--- src/rtl/program_loader.sv ---
// program_loader: boot loader turning a UART byte stream (4-byte LE length header, then LE words) into instruction RAM writes, then releasing the core and reporting ACK/ERR/END bytes.
// Ports: clk, rstn (async active-high reset); rx_data/rx_valid byte input; tx_data/tx_valid/tx_ready byte output;
//        wr_en_instr/data_in_instr/addr_in_instr RAM write port; core_start release level; core_end termination level; busy load in progress.
module program_loader #(
  parameter int unsigned MAX_WORDS = 16384,
  parameter int unsigned ADDR_INC  = 4,
  parameter logic [7:0]  ACK_BYTE  = 8'hAA,
  parameter logic [7:0]  ERR_BYTE  = 8'hEE,
  parameter logic [7:0]  END_BYTE  = 8'h55
) (
  input  logic        clk,
  input  logic        rstn,
  input  logic [7:0]  rx_data,
  input  logic        rx_valid,
  input  logic        tx_ready,
  input  logic        core_end,
  output logic [7:0]  tx_data,
  output logic        tx_valid,
  output logic        wr_en_instr,
  output logic [31:0] data_in_instr,
  output logic [31:0] addr_in_instr,
  output logic        core_start,
  output logic        busy
);
  typedef enum logic [2:0] {HDR, DATA, SEND_ACK, SEND_ERR, RUN, SEND_END, DONE} state_t;
  state_t      state;
  logic [1:0]  idx;
  logic [23:0] lo;
  logic [31:0] len, cnt;
  logic        take;
  logic [31:0] word;
  assign take = rx_valid && (state == HDR || state == DATA);
  // lo shifts bytes in from the top, so after three bytes it holds them little-endian
  assign word = {rx_data, lo};
  always_ff @(posedge clk or posedge rstn) begin
    if (rstn) begin
      state         <= HDR;
      idx           <= '0;
      lo            <= '0;
      len           <= '0;
      cnt           <= '0;
      tx_data       <= '0;
      tx_valid      <= 1'b0;
      wr_en_instr   <= 1'b0;
      data_in_instr <= '0;
      addr_in_instr <= '0;
      core_start    <= 1'b0;
      busy          <= 1'b0;
    end else begin
      wr_en_instr <= 1'b0;
      if (take) begin
        lo  <= {rx_data, lo[23:8]};
        idx <= idx + 2'd1;
      end
      case (state)
        HDR: if (take) begin
          busy <= 1'b1;
          if (idx == 2'd3) begin
            len <= word;
            if (word > MAX_WORDS) begin
              state    <= SEND_ERR;
              tx_valid <= 1'b1;
              tx_data  <= ERR_BYTE;
            end else if (word == '0) begin
              state    <= SEND_ACK;
              tx_valid <= 1'b1;
              tx_data  <= ACK_BYTE;
            end else begin
              state         <= DATA;
              addr_in_instr <= '0;
              cnt           <= '0;
            end
          end
        end
        DATA: begin
          if (take && idx == 2'd3) begin
            wr_en_instr   <= 1'b1;
            data_in_instr <= word;
          end
          // address/count advance in the cycle following the write strobe
          if (wr_en_instr) begin
            addr_in_instr <= addr_in_instr + ADDR_INC;
            cnt           <= cnt + 32'd1;
            if (cnt + 32'd1 == len) begin
              state    <= SEND_ACK;
              tx_valid <= 1'b1;
              tx_data  <= ACK_BYTE;
            end
          end
        end
        SEND_ACK: if (tx_ready) begin
          tx_valid   <= 1'b0;
          core_start <= 1'b1;
          busy       <= 1'b0;
          state      <= RUN;
        end
        SEND_ERR: if (tx_ready) begin
          tx_valid <= 1'b0;
          busy     <= 1'b0;
          idx      <= '0;
          len      <= '0;
          state    <= HDR;
        end
        RUN: if (core_end) begin
          state    <= SEND_END;
          tx_valid <= 1'b1;
          tx_data  <= END_BYTE;
        end
        SEND_END: if (tx_ready) begin
          tx_valid <= 1'b0;
          state    <= DONE;
        end
        default: ;
      endcase
    end
  end
endmodule

--- config.mk ---
export PLATFORM = sky130hd
export DESIGN_NAME = program_loader
export DESIGN_NICKNAME = d
export VERILOG_FILES = /design/src/rtl/program_loader.sv
export SDC_FILE = /design/constraint.sdc
export NUM_CORES = 1
export LEC_CHECK = 0
export ABC_AREA = 0
export CAP_MARGIN = 25
export CORE_MARGIN = 1
export CORE_UTILIZATION = 60
export CTS_CLUSTER_DIAMETER = 120
export DETAILED_ROUTE_END_ITERATION = 8
export PLACE_DENSITY = 0.85
export SKIP_CTS_REPAIR_TIMING = 1
export SKIP_LAST_GASP = 1
export SYNTH_ARGS = -nofsm -noshare
export SYNTH_HDL_FRONTEND = slang
export SYNTH_SLANG_ARGS = --single-unit
--- constraint.sdc ---
create_clock -name clk -period 8.95 [get_ports clk]
set_clock_uncertainty 0.2 [all_clocks]
set_input_delay 1.79 -clock clk [delete_from_list [all_inputs] [get_ports clk]]
set_output_delay 1.79 -clock clk [all_outputs]
set_load 0.02 [all_outputs]
# == Word level (Yosys, flattened, before mapping) ==
# Cells that the tools add are included.
# totals
register_bits,169
out_inout_bits,76
elab_cells,104
# op_classes
add_sub_neg,3
n_lt_le_gt_ge,1
eq_ne,20
muxes,47
n_reduce_logical,21
# op_table
operator,n
$mux W32,9
$pmux W32 S2,3
$mux W8,7
$add A32 B1 Y32 const B,1
$add A32 B3 Y32 const B,1
$eq A32 B32 Y1,1
$gt A32 B15 Y1 const B,1
$logic_not A32 Y1,1
$mux W3,8
$pmux W8 S3,1
$pmux W3 S6,1
$ne A2 B2 Y1 const B,8
$mux W1,11
$mux W2,5
$reduce_and A9 Y1,1
$ne A2 B1 Y1 const B,4
$reduce_and A8 Y1,1
$reduce_and A7 Y1,1
$eq A3 B2 Y1 const B,2
$eq A3 B3 Y1 const B,2
$reduce_and A6 Y1,1
$reduce_bool A2 Y1,3
$reduce_bool A6 Y1,1
$pmux W1 S4,1
other kinds (15),17

# == Depth between registers and ports, before layout ==
# Gate-level depths: netlist of run 1.
# logic_depth
word_depth,6
depth_mapped,11
ltp_nobuf,10

# == Least setup slack after synthesis of run 1 ==
# No wires, ideal clock.
# synth_timing
kind,input port to flip-flop
startpoint,in rx_data[0]
endpoint,reg addr_in_instr[24]
setup_ns,0.132
t_arrival_ns,3.823
slack_ns,4.795
stages,10
cell_sequence,nor4_1 > nand4_1 > nor4_1 > nand4bb_1 > a211o_1 > clkbuf_1 > nor3_1 > nand3_1 > xor2_1 > nor2_1
# synth_between
elab_chain_cells,3
word_cells_on_any_way,5
# synth_rtl
item,line_no,source
start: declaration,13,"input logic [7:0] rx_data,"
$gt A32 B15 Y1 or $logic_not A32 Y1 (tied branches),"60, 64",
$ne A2 B2 Y1 (no source line),-,
$reduce_and A6 Y1 (no source line) (*),-,
end signal: assignment,82,addr_in_instr <= addr_in_instr + ADDR_INC;
end: declaration,21,"output logic [31:0] addr_in_instr,"
# Every way passes the cells marked *; elsewhere a longest branch is shown, timed or not.
# A chain may end at the register's enable or synchronous reset.

# == Worst setup path after layout of run 1 ==
# Ends and elaborated chain as after synthesis.

==> summary.log, run 1 <==
qor: timing.setup_viol_count_final 0
qor: synthesis.number_of_enable_flip_flop_cells_after_synthesis 0
qor: placement.place_worst_setup_slack 3.26 ns
qor: drt.num_vias 6936
qor: timing.final_hold_viol_count 0
qor: global_route.global_route_track_usage_on_met3 5.90%
qor: status.run_status completed
qor: power.static_leakage_power 4.37 nW
qor: synthesis.synth_adder_area_share 0.446%
qor: floorplan.num_io_pins 89
qor: clock_network.max-clock-path-buffers 2
qor: synthesis.synthTopCellsByArea sky130_fd_sc_hd__dfrtp_1 (48%), sky130_fd_sc_hd__mux2_2 (7.9%), sky130_fd_sc_hd__nand2_1 (5.7%)
qor: global_route.met1_demand_to_capacity_share_in_global_routing 43.7%
qor: synthesis.synth_xor_area_share 6.56%
qor: global_route.grt.overflow.total 0
qor: worst_hold_path.hold_class flip-flop to flip-flop
qor: cells_and_area.antenna_cells 0
qor: global_route.grt.met2_usage 46.3%
qor: global_route.track_usage 30.5%
qor: timing.timing.max_slew.rel_slack 35.2%
qor: global_route.first_global_vias 6723
qor: drt.initialDrtViolationCount 680
qor: worst_setup_path.setup.worst_path.start_class input pin
qor: timing.layout_worst_path_cycle_share 59.3%
qor: worst_setup_path.worst_ep_required_time 9.06 ns
qor: clock_network.clkSinkCount 162
qor: timing.worst_slack 3.64 ns
qor: power.seqPwrFrac 44.1%
qor: cells_and_area.final.fill_count 930
qor: power.clk_network_pwr_share 27.9%
qor: timing.worstMarginPinSlew 0.969 ns
qor: cells_and_area.postLayoutCellArea 0.00994 mm^2
qor: synthesis.synthMuxAreaShare 8.49%
qor: power.power.ir.vdd_worst 0.254 mV
qor: synthesis.synth_top_family_by_area simple AND/OR/NAND/NOR gates
qor: synthesis.yosysSeqAreaShare 48.2%
qor: floorplan.initial_core_util 62.5%
qor: worst_setup_path.endpoint_kind flip-flop
qor: global_route.largest_net_degree_at_the_start_of_global_routing 101
qor: timing.final-max-slew-violation-count 0
qor: synthesis.yosysWarningCount 0
qor: placement.detailed_place_hpwl 13600 um
qor: worst_setup_path.kind_of_critical_path input pin to flip-flop
qor: clock_network.cts_htree_levels 4
qor: timing.maxClockFrequency 188 MHz
qor: clock_network.cts_buffers 17
qor: drt.avgViaCountPerCell 6.16
qor: placement.gpl.final_weighted_congestion 1.01
qor: floorplan.die_area 0.0145 mm^2
qor: synthesis.synth-simple-area-share 20.1%
qor: synthesis.ys_ff_latch 162
qor: timing.rsz0062_at_grt false
qor: cells_and_area.areaGrowthSynthToFinish 18.2%
qor: synthesis.post_synth_instance_area 0.00841 mm^2
qor: clock_network.cts_tree done
qor: worst_setup_path.crit_path_top_delay_cell sky130_fd_sc_hd__nor4_1
qor: floorplan.die_height 120 um
qor: worst_setup_path.worstPathArrival 5.42 ns
qor: clock_network.cts.reportedPaths.clkPinSlew 0.07 ns
qor: synthesis.synth.distinct_cells 64
qor: drt.drt_wl_cell 18.3 um
qor: synthesis.postSynthAreaPerCell 9.56 um^2
qor: timing.period_needed 5.31 ns
qor: global_route.top_usage_layer met2
qor: synthesis.synth_top_cell_area_share 48.2%
qor: power.power.share.switching 34.2%
qor: power.internal_power 1.72 mW
qor: placement.place.port_buffers 86
qor: drt.drt_first_pass_iters 5
qor: cells_and_area.fin_nets 954
qor: drt.wl 20600 um
qor: synthesis.dominantRegCellSynth sky130_fd_sc_hd__dfrtp_1
qor: worst_setup_path.critPathMaxStageDelay 0.64 ns
qor: drt.drt_drc_violations_left 0
qor: global_route.global_route_wire_length_before_repair 34800 um
qor: clock_network.clk_root_buffer_cell sky130_fd_sc_hd__clkbuf_16
qor: cells_and_area.post_route_cells_drive_above_1_share 12.2%
qor: floorplan.die_x 120 um
qor: power.switching_power_total 0.898 mW
qor: floorplan.fp.coreArea 0.0135 mm^2
qor: synthesis.synth_compound_area_share 12.7%
qor: worst_setup_path.crit_path_cell_trace clkdlybuf4s50_1 > nor4_1 > nand4_1 > nor4_1 > nand4bb_1 > a211o_1 > buf_4 > nor3_1 > nand3_1 > xor2_1 > nor2_1
qor: power.power.combinational.fraction 28.0%
qor: synthesis.synthArstFlopShare 100%
qor: floorplan.std_cell_rows 42
qor: worst_setup_path.timing.critical_path.mode_cell sky130_fd_sc_hd__nor4_1
qor: clock_network.clock_latency 0.44 ns
qor: flow_run.drv_cap 0
qor: placement.placed_cell_area 0.00934 mm^2
qor: timing.setup_tns 0 ns
qor: worst_setup_path.critPathMaxFanout 46
qor: synthesis.syn-instance-count 880
qor: power.cellPowerDensity 264 mW/mm^2
qor: synthesis.synth_top_area_cell sky130_fd_sc_hd__dfrtp_1
qor: global_route.grt_antenna_before_repair 0
qor: drt.antenna_violating_nets_post_route 0
==> stage by stage <==
stage          instances  hold WS [ns]  utilization, %  power, mW
5_1_grt             1126         0.288            73.9       2.75
2_1_floorplan        881         0.269               -       1.58
3_5_place_dp        1094         0.257            69.4       1.88
4_1_cts             1125         0.272            73.8       2.62
3_3_place_gp        1092         0.253            69.1       1.85
6_report            1126         0.269            73.9       2.62
==> placed cells by master (no fill, tap or decap), drive strengths merged, types with 10 or more instances in the layout <==
| master | count |
|---|---|
| nor2 | 69 |
| buf | 10 |
| nand4 | 21 |
| mux2 | 59 |
| o31ai | 20 |
| o21ai | 88 |
| inv | 14 |
| and3 | 21 |
| clkdlybuf4s50 | 86 |
| nor3 | 20 |
| xor2 | 34 |
| nand3 | 38 |
| xnor2 | 29 |
| nand2 | 128 |
| clkbuf | 20 |
| a21oi | 18 |
| nor4 | 15 |
| dfrtp | 162 |
==> cells by family after synthesis <==
group / after synthesis
flops: 162
simple gates: 348
compound gates: 172
fa+ha+maj: 3
mux: 64
other cells: 1
buf+inv: 67
xor+xnor: 63
==> worst paths after layout <==
| check | from | endpoint | slack, ns | cells past startpoint |
|---|---|---|---|---|
| worst max-delay path | rx_data[0] | addr_in_instr[24]$_DFFE_PP0P_ | 3.64 | 11 |
| worst min-delay path | core_start$_DFFE_PP0P_ | core_start$_DFFE_PP0P_ | 0.27 | 1 |
| worst max register to register | cnt[0]$_DFFE_PP0P_ | tx_valid$_DFFE_PP0P_ | 4.97 | 10 |
| worst min register to register | core_start$_DFFE_PP0P_ | core_start$_DFFE_PP0P_ | 0.27 | 1 |
| max in group asynchronous | rstn | addr_in_instr[8]$_DFFE_PP0P_ | 5.51 | 3 |
| min in group asynchronous | rstn | data_in_instr[28]$_DFFE_PP0P_ | 1.73 | 2 |
==> flip-flops by register name (all words and copies together) (netlist names) <==
signal and flops:
addr_in_instr 30, busy 1, cnt 32, core_start 1
data_in_instr 32, idx 2, len 32, lo 24
state 3, tx_data 3, tx_valid 1, wr_en_instr 1
==> worst max-delay path, delay by kind of cell <==
family          cells  cell delay, ns
compound gates      1            0.35
buf+inv             2            0.75
xor+xnor            1            0.21
simple gates        7            2.30
==> layer usage <==
metal | vias to the layer above | wire length (um)
met5 | - | 0
met4 | 0 | 493
met3 | 42 | 1230
met2 | 290 | 9710
met1 | 3370 | 9200
li1 | 3234 | -
==> synthesized netlist by cell type (all sizes together) (5+ instances only) <==
library cell,instances
and2,7
nor2,69
nand4,21
and3,21
dfrtp,162
o21ai,88
o31ai,20
a21oi,18
buf,22
nor3,20
mux2i,5
xor2,34
nand3,38
and4,5
nor4,15
xnor2,29
or4,5
clkbuf,36
inv,9
mux2,59
nand2,128
a31o,5
==> power by group through the flow <==
stage / Clock [mW] / Sequential (mW) / Combinational, mW
finish: 0.732 / 1.16 / 0.735
detailed placement: 0 / 1.16 / 0.727
global placement: 0 / 1.15 / 0.706
global route: 0.765 / 1.18 / 0.805
CTS: 0.736 / 1.15 / 0.737
floorplan: 0 / 1.16 / 0.427
==> cell type report <==
cell class | count | area, um^2 | share of cell area [%]
Multi-Input combinational cell | 652 | 4070 | 41.0
Inverter | 9 | 38.8 | 0.390
Clock buffer | 20 | 467 | 4.70
Tap cell | 176 | 220 | 2.22
Timing Repair Buffer | 96 | 967 | 9.73
Clock inverter | 11 | 119 | 1.20
Sequential cell | 162 | 4050 | 40.8
Note: power is estimated with default switching activity, not from simulation.
==> run 2, diff against run 1 <==
CORE_UTILIZATION = 52   (was 60)
PLACE_DENSITY = 0.78   (was 0.85)
clock period = 4.3 ns   (was 8.95 ns; I/O delays follow)
==> run 2 against run 1 <==
Non-clock buffer count increased by 15. Setup slack worse by 3.0 ns. Global-route usage down 5.2 points. Register-to-register slack lost 4.3 ns. Die area grew 15%. Critical path type is now flip-flop to flip-flop. Count of clock-buffer cells in the layout down 2. Worst hold slack worse by 0.0014 ns. Flip-flop and latch count unchanged.
==> summary.log, run 2 (synthesis results as in run 1) <==
qor: clock_network.clk_root_buffer_cell sky130_fd_sc_hd__clkbuf_16 [unchanged]
qor: worst_setup_path.critPathMaxFanout 7 [was 46]
qor: power.internal_power 3.52 mW [was 1.72 mW]
qor: status.run_status completed [unchanged]
qor: cells_and_area.fin_nets 969 [was 954]
qor: clock_network.cts.reportedPaths.clkPinSlew 0.06 ns [was 0.07 ns]
qor: cells_and_area.most_frequent_cells_in_the_layout sky130_fd_sc_hd__dfrtp_1 (162), sky130_fd_sc_hd__nand2_1 (128), sky130_fd_sc_hd__o21ai_0 (88) [unchanged]
qor: clock_network.cts_htree_levels 4 [unchanged]
qor: global_route.grt.met2_usage 39.4% [was 46.3%]
qor: worst_setup_path.setup.worst_path.start_class flip-flop [was input pin]
qor: timing.layout_worst_path_cycle_share 84.0%
qor: drt.drt_wl_cell 16.9 um [was 18.3 um]
qor: timing.worstMarginPinSlew 0.963 ns [was 0.969 ns]
qor: drt.initialDrtViolationCount 439 [was 680]
qor: floorplan.die_height 129 um [was 120 um]
qor: worst_setup_path.kind_of_critical_path flip-flop to flip-flop [was input pin to flip-flop]
qor: cells_and_area.final.fill_count 1252 [was 930]
qor: clock_network.cts_tree done [unchanged]
qor: cells_and_area.post_route_cells_drive_above_1_share 13.6% [was 12.2%]
qor: power.power.ir.vdd_worst 0.454 mV [was 0.254 mV]
qor: floorplan.die_area 0.0167 mm^2 [was 0.0145 mm^2]
qor: clock_network.cts_buffers 17 [unchanged]
qor: power.power.combinational.fraction 28.6% [was 28.0%]
qor: timing.period_needed 3.61 ns
qor: clock_network.clock_latency 0.43 ns [was 0.44 ns]
qor: global_route.global_route_wire_length_before_repair 32900 um [was 34800 um]
qor: floorplan.num_io_pins 89 [unchanged]
qor: global_route.track_usage 25.3% [was 30.5%]
qor: global_route.top_usage_layer met2 [unchanged]
qor: timing.setup_viol_count_final 0 [unchanged]
qor: worst_setup_path.endpoint_kind flip-flop [unchanged]
qor: global_route.met1_demand_to_capacity_share_in_global_routing 35.1% [was 43.7%]
qor: timing.final-max-slew-violation-count 0 [unchanged]
qor: clock_network.max-clock-path-buffers 2 [unchanged]
qor: power.static_leakage_power 4.44 nW [was 4.37 nW]
qor: worst_hold_path.hold_class flip-flop to flip-flop [unchanged]
qor: floorplan.fp.coreArea 0.0158 mm^2 [was 0.0135 mm^2]
qor: global_route.largest_net_degree_at_the_start_of_global_routing 65 [was 101]
qor: timing.final_hold_viol_count 0 [unchanged]
qor: global_route.first_global_vias 6402 [was 6723]
qor: clock_network.clkSinkCount 162 [unchanged]
qor: power.cellPowerDensity 535 mW/mm^2 [was 264 mW/mm^2]
qor: floorplan.die_x 129 um [was 120 um]
qor: power.seqPwrFrac 44.6% [was 44.1%]
qor: floorplan.initial_core_util 53.1% [was 62.5%]
qor: global_route.global_route_track_usage_on_met3 4.79% [was 5.90%]
qor: cells_and_area.area.sequential 0.00405 mm^2 [unchanged]
qor: placement.placedCellCount 1150 [was 1094]
qor: timing.timing.max_slew.rel_slack 35.6% [was 35.2%]
qor: cells_and_area.antenna_cells 0 [unchanged]
qor: drt.avgViaCountPerCell 5.77 [was 6.16]
qor: global_route.grt_antenna_before_repair 0 [unchanged]
qor: power.switching_power_total 1.86 mW [was 0.898 mW]
qor: power.power.share.switching 34.6% [was 34.2%]
qor: worst_setup_path.worstPathArrival 3.73 ns [was 5.42 ns]
qor: cells_and_area.areaGrowthSynthToFinish 19.8% [was 18.2%]
qor: cells_and_area.finalNonFillerCells 1182 [was 1126]
qor: cells_and_area.reg.largest.list cnt (32), data_in_instr (32), len (32) [unchanged]
qor: timing.setup_tns 0 ns [unchanged]
qor: placement.detailed_place_hpwl 13700 um [was 13600 um]
qor: cells_and_area.multi_input_area 0.00407 mm^2 [about the same]
qor: power.clk_network_pwr_share 26.8% [was 27.9%]
qor: floorplan.std_cell_rows 46 [was 42]
qor: placement.gpl.final_weighted_congestion 0.885 [was 1.01]
qor: drt.num_vias 6818 [was 6936]
qor: drt.antenna_violating_nets_post_route 0 [unchanged]
qor: timing.maxClockFrequency 277 MHz
qor: timing.hold_slack 0.267 ns [was 0.269 ns]
qor: worst_setup_path.worst_ep_required_time 4.42 ns [was 9.06 ns]
qor: drt.wl 19900 um [was 20600 um]
qor: cells_and_area.final_common_cell sky130_fd_sc_hd__dfrtp_1 [unchanged]
qor: timing.rsz0062_at_grt false [unchanged]
qor: drt.drt_drc_violations_left 0 [unchanged]
qor: placement.place.port_buffers 86 [unchanged]
qor: global_route.grt.overflow.total 0 [unchanged]
qor: drt.drt_first_pass_iters 5 [unchanged]
qor: flow_run.drv_cap 0 [unchanged]
## run 2: power by group through the flow
stage                     sequential, mW  combinational (mW)  clock, mW
after CTS                           2.39                1.55       1.46
final                               2.40                1.54       1.44
after global routing                2.46                1.67       1.52
after detailed placement            2.42                1.53          0
after floorplan                     2.41               0.888          0
after global placement              2.40                1.49          0
## run 2: worst paths after layout
| kind | startpoint | end | slack (ns) | cells past startpoint |
|---|---|---|---|---|
| worst min-delay path | core_start$_DFFE_PP0P_ | core_start$_DFFE_PP0P_ | 0.27 | 1 |
| min in group asynchronous | rstn | lo[16]$_DFFE_PP0P_ | 0.72 | 2 |
| worst max-delay path | cnt[0]$_DFFE_PP0P_ | tx_valid$_DFFE_PP0P_ | 0.69 | 9 |
| max in group asynchronous | rstn | addr_in_instr[7]$_DFFE_PP0P_ | 2.38 | 3 |
| worst min register to register | core_start$_DFFE_PP0P_ | core_start$_DFFE_PP0P_ | 0.27 | 1 |
| worst max register to register | cnt[0]$_DFFE_PP0P_ | tx_valid$_DFFE_PP0P_ | 0.69 | 9 |
## run 2: per-layer routing
metal | wire length [um] | share of wire (%) | vias to the layer above
met2 | 9370 | 47 | 201
met3 | 1020 | 5.1 | 35
met4 | 477 | 2.4 | 0
met5 | 0 | 0 | -
met1 | 9070 | 45 | 3314
li1 | - | - | 3268
## run 2: critical path, stage by stage, from the launching register on
cell and delay [ns]:
sky130_fd_sc_hd__dfrtp_1 0.46, sky130_fd_sc_hd__ha_1 0.34, sky130_fd_sc_hd__nand3_1 0.24, sky130_fd_sc_hd__or4_4 0.57, sky130_fd_sc_hd__or4_4 0.56, sky130_fd_sc_hd__a2bb2oi_1 0.18
sky130_fd_sc_hd__and4b_1 0.26, sky130_fd_sc_hd__and3_1 0.28, sky130_fd_sc_hd__o211ai_1 0.11, sky130_fd_sc_hd__a211o_1 0.30
## run 2: layout make-up
cell class                      count  share of cell area (%)
Multi-Input combinational cell    652                    40.4
Sequential cell                   162                    40.2
Timing Repair Buffer              111                    10.7
Clock buffer                       18                    4.36
Tap cell                          216                    2.68
Clock inverter                     14                    1.22
Inverter                            9                   0.373
## run 2: stage by stage
stage | power (mW) | utilization [%] | setup WS, ns | cell area, um^2
4_1_cts | 5.40 | 63.6 | 0.697 | 10100
3_5_place_dp | 3.95 | 60.1 | 0.403 | 9510
2_1_floorplan | 3.30 | - | 1.07 | 8420
3_3_place_gp | 3.89 | 60.0 | 0.447 | 9500
6_report | 5.38 | 63.6 | 0.688 | 10100
5_1_grt | 5.66 | 63.6 | 0.471 | 10100
